[config.mk]
export PLATFORM = sky130hd
export DESIGN_NAME = neu_pu_flat
export DESIGN_NICKNAME = d
export VERILOG_FILES = /design/src/rtl/neu_pu_if.sv /design/src/rtl/neu_pu.sv /design/src/flat_wrapper.sv
export SDC_FILE = /design/constraint.sdc
export NUM_CORES = 1
export LEC_CHECK = 0
export ABC_CLOCK_PERIOD_IN_PS = 15600
export BUFFER_PORTS_ARGS = -buffer_cell sky130_fd_sc_hd__buf_2
export CAP_MARGIN = 20
export CORE_ASPECT_RATIO = 1.25
export CORE_UTILIZATION = 35
export CTS_CLUSTER_DIAMETER = 100
export CTS_CLUSTER_SIZE = 8
export DETAILED_ROUTE_END_ITERATION = 7
export PLACE_DENSITY = 0.65
export SYNTH_ARGS = -nofsm -noshare
export SYNTH_HDL_FRONTEND = slang
export SYNTH_SLANG_ARGS = --single-unit
[constraint.sdc]
create_clock -name clk -period 15.6 [get_ports clk]
set_input_delay 1.56 -clock clk [delete_from_list [all_inputs] [get_ports clk]]
set_output_delay 1.56 -clock clk [all_outputs]
set_load 0.005 [all_outputs]
[src/rtl/neu_pu_if.sv]
// Node execution unit bus: control inputs, neighbour costs and path outputs.
// Combinational bundle, no latency of its own.
// No backpressure; the node accepts en/ld/clr every cycle.
//
// master : array controller side (drives controls and neighbour costs)
// slave  : neu_pu side (drives path_cost/path_dir/path_mod/sweep_done/stable)
interface neu_pu_if #(
  parameter int CW  = 12,
  parameter int WW  = 4,
  parameter int NBR = 8
);
  logic                    en;
  logic                    clr;
  logic                    ld;
  logic [WW-1:0]           ld_weight;
  logic                    diag_en;
  logic [NBR*CW-1:0]       nbr_cost;
  logic [CW-1:0]           path_cost;
  logic [$clog2(NBR)-1:0]  path_dir;
  logic                    path_mod;
  logic                    sweep_done;
  logic                    stable;

  modport master (
    output en, clr, ld, ld_weight, diag_en, nbr_cost,
    input  path_cost, path_dir, path_mod, sweep_done, stable
  );

  modport slave (
    input  en, clr, ld, ld_weight, diag_en, nbr_cost,
    output path_cost, path_dir, path_mod, sweep_done, stable
  );
endinterface

[src/rtl/neu_pu.sv]
// Grid path solver node: relaxes its best cost against LANES neighbours per cycle.
// Latency: cost/dir update at the edge after the relax cycle; flags registered one cycle.
// No backpressure; en=0 freezes the sweep, ld/clr restart it.
//
// Ports: clk, rst_n (sync, active-low), bus (neu_pu_if.slave):
//   in  en, clr, ld, ld_weight, diag_en, nbr_cost[NBR*CW]
//   out path_cost, path_dir, path_mod, sweep_done, stable
module neu_pu #(
  parameter int CW    = 12,
  parameter int WW    = 4,
  parameter int NBR   = 8,
  parameter int LANES = 1,
  parameter int PERP  = 2,
  parameter int DIAG  = 3
) (
  input logic   clk,
  input logic   rst_n,
  neu_pu_if.slave bus
);

  localparam int NG = NBR / LANES;
  localparam int PW = (NG > 1) ? $clog2(NG) : 1;
  localparam int DW = $clog2(NBR);
  localparam logic [CW-1:0]   MAX    = '1;
  localparam logic [WW-1:0]   WMAX   = '1;
  localparam logic [CW+1:0]   PERP_S = (CW+2)'(PERP);
  localparam logic [CW+1:0]   DIAG_S = (CW+2)'(DIAG);
  localparam logic [PW-1:0]   LAST   = PW'(NG - 1);

  logic [WW-1:0] weight;
  logic [CW-1:0] cost;
  logic [DW-1:0] dir;
  logic [PW-1:0] ptr;
  logic          chg;
  logic          path_mod_q;
  logic          sweep_done_q;
  logic          stable_q;

  logic          acc;
  logic          wrap;
  logic          upd;
  logic [CW-1:0] best;
  logic [DW-1:0] best_idx;
  logic [CW-1:0] adj;
  logic [CW+1:0] sum;
  logic [CW-1:0] trav;
  logic          is_diag;
  int            g;

  assign acc  = (weight != WMAX);
  assign wrap = (ptr == LAST);

  // Evaluate the current group; strict '<' keeps the lowest index on ties.
  always_comb begin
    best     = MAX;
    best_idx = '0;
    adj      = '0;
    sum      = '0;
    trav     = MAX;
    is_diag  = 1'b0;
    g        = 0;
    for (int i = 0; i < LANES; i++) begin
      g       = int'(ptr) * LANES + i;
      adj     = bus.nbr_cost[g*CW +: CW];
      // With 8-connectivity the odd indices are the diagonals.
      is_diag = (NBR == 8) && (g % 2 == 1);
      sum     = {2'b00, adj} + {{(CW+1-WW){1'b0}}, weight, 1'b0}
                + (is_diag ? DIAG_S : PERP_S);
      trav    = (sum >= {2'b00, MAX}) ? MAX : sum[CW-1:0];
      if (adj == MAX || (is_diag && !bus.diag_en)) trav = MAX;
      if (trav < best) begin
        best     = trav;
        best_idx = DW'(g);
      end
    end
  end

  assign upd = bus.en && acc && !bus.ld && !bus.clr && (best < cost);

  always_ff @(posedge clk) begin
    if (!rst_n) begin
      weight       <= WMAX;
      cost         <= MAX;
      dir          <= '0;
      ptr          <= '0;
      chg          <= 1'b0;
      path_mod_q   <= 1'b0;
      sweep_done_q <= 1'b0;
      stable_q     <= 1'b0;
    end else if (bus.ld || bus.clr) begin
      if (bus.ld) weight <= bus.ld_weight;
      // An inaccessible load wins over clr: a wall can never be a source.
      if (bus.ld && bus.ld_weight == WMAX) begin
        cost <= MAX;
        dir  <= '0;
      end else if (bus.clr) begin
        cost <= '0;
        dir  <= '0;
      end
      ptr          <= '0;
      chg          <= 1'b0;
      stable_q     <= 1'b0;
      path_mod_q   <= 1'b0;
      sweep_done_q <= 1'b0;
    end else if (!bus.en) begin
      path_mod_q   <= 1'b0;
      sweep_done_q <= 1'b0;
    end else if (!acc) begin
      cost         <= MAX;
      dir          <= '0;
      ptr          <= '0;
      chg          <= 1'b0;
      path_mod_q   <= 1'b0;
      sweep_done_q <= 1'b0;
      stable_q     <= 1'b1;
    end else begin
      if (upd) begin
        cost <= best;
        dir  <= best_idx;
      end
      path_mod_q   <= upd;
      sweep_done_q <= wrap;
      if (wrap) begin
        ptr      <= '0;
        // The wrap cycle's own update counts toward the finished sweep.
        stable_q <= !(chg || upd);
        chg      <= 1'b0;
      end else begin
        ptr <= ptr + PW'(1);
        chg <= chg || upd;
      end
    end
  end

  assign bus.path_cost  = cost;
  assign bus.path_dir   = dir;
  assign bus.path_mod   = path_mod_q;
  assign bus.sweep_done = sweep_done_q;
  assign bus.stable     = stable_q;

endmodule

[src/flat_wrapper.sv]
// flat-port wrapper written by rule: the top's interface ports become plain ports
module neu_pu_flat 
#(
  parameter int CW    = 12,
  parameter int WW    = 4,
  parameter int NBR   = 8,
  parameter int LANES = 1,
  parameter int PERP  = 2,
  parameter int DIAG  = 3
)
  (clk, rst_n, bus_en, bus_clr, bus_ld, bus_ld_weight, bus_diag_en, bus_nbr_cost, bus_path_cost, bus_path_dir, bus_path_mod, bus_sweep_done, bus_stable);
  neu_pu_if #(.CW(CW), .WW(WW), .NBR(NBR)) bus_i ();
  input logic clk;
  input logic rst_n;
  input wire logic [$bits(bus_i.en)-1:0] bus_en;
  input wire logic [$bits(bus_i.clr)-1:0] bus_clr;
  input wire logic [$bits(bus_i.ld)-1:0] bus_ld;
  input wire logic [$bits(bus_i.ld_weight)-1:0] bus_ld_weight;
  input wire logic [$bits(bus_i.diag_en)-1:0] bus_diag_en;
  input wire logic [$bits(bus_i.nbr_cost)-1:0] bus_nbr_cost;
  output wire logic [$bits(bus_i.path_cost)-1:0] bus_path_cost;
  output wire logic [$bits(bus_i.path_dir)-1:0] bus_path_dir;
  output wire logic [$bits(bus_i.path_mod)-1:0] bus_path_mod;
  output wire logic [$bits(bus_i.sweep_done)-1:0] bus_sweep_done;
  output wire logic [$bits(bus_i.stable)-1:0] bus_stable;
  assign bus_i.en = bus_en;
  assign bus_i.clr = bus_clr;
  assign bus_i.ld = bus_ld;
  assign bus_i.ld_weight = bus_ld_weight;
  assign bus_i.diag_en = bus_diag_en;
  assign bus_i.nbr_cost = bus_nbr_cost;
  assign bus_path_cost = bus_i.path_cost;
  assign bus_path_dir = bus_i.path_dir;
  assign bus_path_mod = bus_i.path_mod;
  assign bus_sweep_done = bus_i.sweep_done;
  assign bus_stable = bus_i.stable;
  neu_pu #(.CW(CW), .WW(WW), .NBR(NBR), .LANES(LANES), .PERP(PERP), .DIAG(DIAG)) u_core (.clk(clk), .rst_n(rst_n), .bus(bus_i));
endmodule
==> key figures <==
Synth
  – Synth Area per Inst: 9.15 um2
  – Largest family of logic cells by synthesized area: multiplexers
  – Synth warn: 0
  – Synth Area in XOR/XNOR: 3.40%
  – Net Count, Synth: 464
  – Multiplexer share of the synthesized area: 25.0%
  – Flops & latches, synth: 26
  – Post-synthesis simple-gate area fraction: 20.6%
  – EDFF count, synth: 0
  – Cells after Synth: 338
  – Area share of fa/ha/maj cells after synthesis: 8.33%
  – Mapped cell area: 3090 um2
  – Compound-gate portion of the synthesized area: 21.0%
  – Sequential share of the synthesized area: 16.8%
  – Main synth FF type: dfxtp_1
  – Netlist cell types: 74
  – Post-synth ARST share: 0%

Cells and area
  – Most common cell after layout, fill and taps aside: buf_2
  – Layout Cells excl Fill: 573
  – # nets final: 580
  – Most frequent cells in the layout: buf_2, nand2_1, nor2_1
  – Number of diodes: 0
  – Post-route cell area: 3860 um2
  – Area grow syn2layout: 24.9%
  – Layout cells sized above 1: 39.7%
  – Util after Layout: 44.7%

STA
  – Clk_skew: 0.00278 ns
  – Highest clock rate: 134 MHz
  – Final worst slack: 8.16 ns
  – Crit path time final: 7.44 ns
  – Slew HR: 33.7%
  – TNS Setup: 0 ns
  – Final Hold Violating Endpoints: 0
  – Slew @ Worst Pin: 0.970 ns
  – Pins over their slew limit: 0
  – RSZ-0062 raised after global routing: false
  – Period utilisation layout: 47.7%
  – # setup viols final: 0

Pwr
  – Leak: 0.00168 uW
  – Worst ir drop on vdd: 0.0000391 V
  – Cell Pwr Density: 66.2 nW/um2

Clocking
  – CTS tree: yes
  – Clk sinks: 26
  – Postcts setup bufs: 0
  – Longest Clk Path Bufs: 2
  – Clk_lat worst skew: 0.27 ns
  – Worst-path clk slew: 0.09 ns
  – H-tree levels: 1
  – Root Driver: clkbuf_8
  – Num CTS Buffers: 3
  – PostCTS Resize Cnt: 0
  – Cts hold-fix bufs: 0

GRT
  – Initial antenna violation count: 0
  – Number of global-route vias before repair: 3179
  – Grt ovf: 0
  – First-pass GRT wire length: 14800 um
  – Largest net degree at the start of global routing: 28
  – GR Util All Layers: 19.9%

Worst setup path
  – Reg-to-Reg Start: u_core.ptr[0]$_SDFFE_PP0P_
  – Crit start category: input port
  – CP peak stage delay: 0.86 ns
  – Reg2Reg Capture Point: u_core.bus.path_cost[5]$_SDFFE_PN1P_
  – Crit path from: bus_nbr_cost[88]
  – Reg2reg setup slack: 8.61 ns
  – Capture point of the worst path: u_core.bus.path_cost[5]$_SDFFE_PN1P_
  – Worst-path cell chain: buf_2 > mux4_2 > mux2_2 > ha_1 > and2_1 > a311o_1 > a31o_2 > a2111oi_4 > o311ai_1 > a21oi_1 > xor2_1 > o31a_1 > nand2_1 > ha_1 > nand4_1 > a2111oi_0 > nand3_1 > a21o_1 > o211ai_1 > o22ai_1
  – Crit path kind: input port to flop
  – Data arrival time of the worst path: 7.57 ns
  – Reg2Reg Depth: 20
  – Crit Path Max Fanout: 9
  – Slowest CP cell: a2111oi_0
  – CP dominant cell by count: ha_1
  – Crit path required time: 15.72 ns
  – Worst Setup End Kind: flop

Floorplanning
  – Row count: 38
  – Core Box Area: 8650 um2
  – Die Wd: 86.1 um
  – Die area: 9220 um2
  – I/O Pins: 124
  – Die Height: 107 um
  – Starting Density: 35.8%

Drt
  – Total wire length: 8930 um
  – Final ANT Viol Nets: 0
  – Vias/cell: 5.41
  – 1st-pass router iterations: 4
  – Via count: 3102
  – DR iter-0 viols: 148
  – Drt drc: 0
  – WL/cell: 15.6 um

Run status
  – Status: finished clean

Min path
  – HP Class: flop to flop

Placement
  – Pre-CTS WS: 7.87 ns
  – Detailed placement HPWL: 7580 um
  – Port Buf Inserts: 123
  – Dpl cells: 569
  – Placed inst area: 3790 um2
  – Routability-driven placement congestion ratio: 0.875

Run
  – Max cap viols: 0
cells by family (layout without fill, tap and decap cells):
logic type | Yosys count | count (layout)
AO/OA/AOI/OAI | 84 | 84
adder cells (fa/ha/maj) | 20 | 20
AND/OR/NAND/NOR | 121 | 121
flip-flops | 26 | 26
XOR/XNOR | 12 | 12
multiplexers | 44 | 44
buffers and inverters | 31 | 146
routing by layer:
| metal | vias to the layer above | wire length [um] | GRT usage (%) |
|---|---|---|---|
| li1 | 1536 | - | - |
| met1 | 1473 | 3680 | 22.7 |
| met2 | 83 | 4840 | 39.1 |
| met3 | 10 | 269 | 2.39 |
| met4 | 0 | 143 | 3.81 |
| met5 | - | 0 | 0 |
critical path, delay by kind of cell:
| kind | cells | cell delay [ns] |
|---|---|---|
| AOI/OAI and AO/OA | 10 | 3.56 |
| muxes | 2 | 0.76 |
| adders and majority gates | 2 | 0.67 |
| and+or+nand+nor | 4 | 0.58 |
| xor gates and xnor gates | 1 | 0.32 |
| buffers and inverters | 1 | 0.10 |
worst min-delay path by stage:
| stage | startpoint | endpoint | slack, ns | depth (start not counted) |
|---|---|---|---|---|
| finish | u_core.bus.path_dir[1]$_SDFFE_PN0P_ | u_core.bus.path_dir[1]$_SDFFE_PN0P_ | 0.51 | 1 |
| CTS | u_core.bus.path_dir[0]$_SDFFE_PN0P_ | u_core.bus.path_dir[0]$_SDFFE_PN0P_ | 0.52 | 1 |
| detailed placement | u_core.bus.path_dir[0]$_SDFFE_PN0P_ | u_core.bus.path_dir[0]$_SDFFE_PN0P_ | 0.49 | 1 |
| global route | u_core.bus.path_dir[1]$_SDFFE_PN0P_ | u_core.bus.path_dir[1]$_SDFFE_PN0P_ | 0.52 | 1 |
| floorplan | u_core.bus.path_dir[0]$_SDFFE_PN0P_ | u_core.bus.path_dir[0]$_SDFFE_PN0P_ | 0.47 | 1 |
| global placement | u_core.bus.path_dir[2]$_SDFFE_PN0P_ | u_core.bus.path_dir[2]$_SDFFE_PN0P_ | 0.50 | 1 |
registers in the layout, summed over array words and instances (netlist names):
signal                 cells
u_core.bus.stable          1
u_core.ptr                 3
u_core.chg                 1
u_core.weight              4
u_core.bus.path_dir        3
u_core.bus.path_cost      12
u_core.bus.path_mod        1
u_core.bus.sweep_done      1
where the power goes:
group          total (uW)  switching [uW]  internal, uW
sequential           78.6            5.43          73.1
combinational         122            65.6          56.0
clock                55.9            21.5          34.3
total                 256            92.5           163
cell type report:
cell class | instances | area, um2
fill | 922 | 4790
multi-input combinational | 281 | 2420
timing repair buffer | 126 | 638
sequential | 26 | 522
tap | 120 | 150
inverter | 16 | 60.1
clock buffer | 3 | 41.3
clock inverter | 1 | 30.0
through the flow:
stage	hold WS, ns	total power [uW]
5_1_grt	0.518	275
2_1_floorplan	0.466	161
3_3_place_gp	0.499	198
4_1_cts	0.516	257
6_report	0.509	256
3_5_place_dp	0.492	201
cell usage after synthesis (all sizes together), types with 4 or more instances:
master	count	share of area, %
nand2	35	4.4
nor2	28	3.5
dfxtp	26	17
mux4	22	16
ha	19	7.7
a21oi	15	2.5
inv	15	1.8
mux2i	14	5.9
buf	11	2.4
nand3	11	1.8
o22ai	11	2.4
a21o	9	2.2
mux2	8	2.9
nor3	8	1.7
nand2b	6	1.2
nand4	6	1.7
nor3b	6	1.5
xnor2	6	1.7
xor2	6	1.7
a211oi	5	1.4
and2	5	1.0
o21ai	5	0.81
clkbuf	4	0.49
nor4	4	1.0
Power figures use the tool's default switching activity.
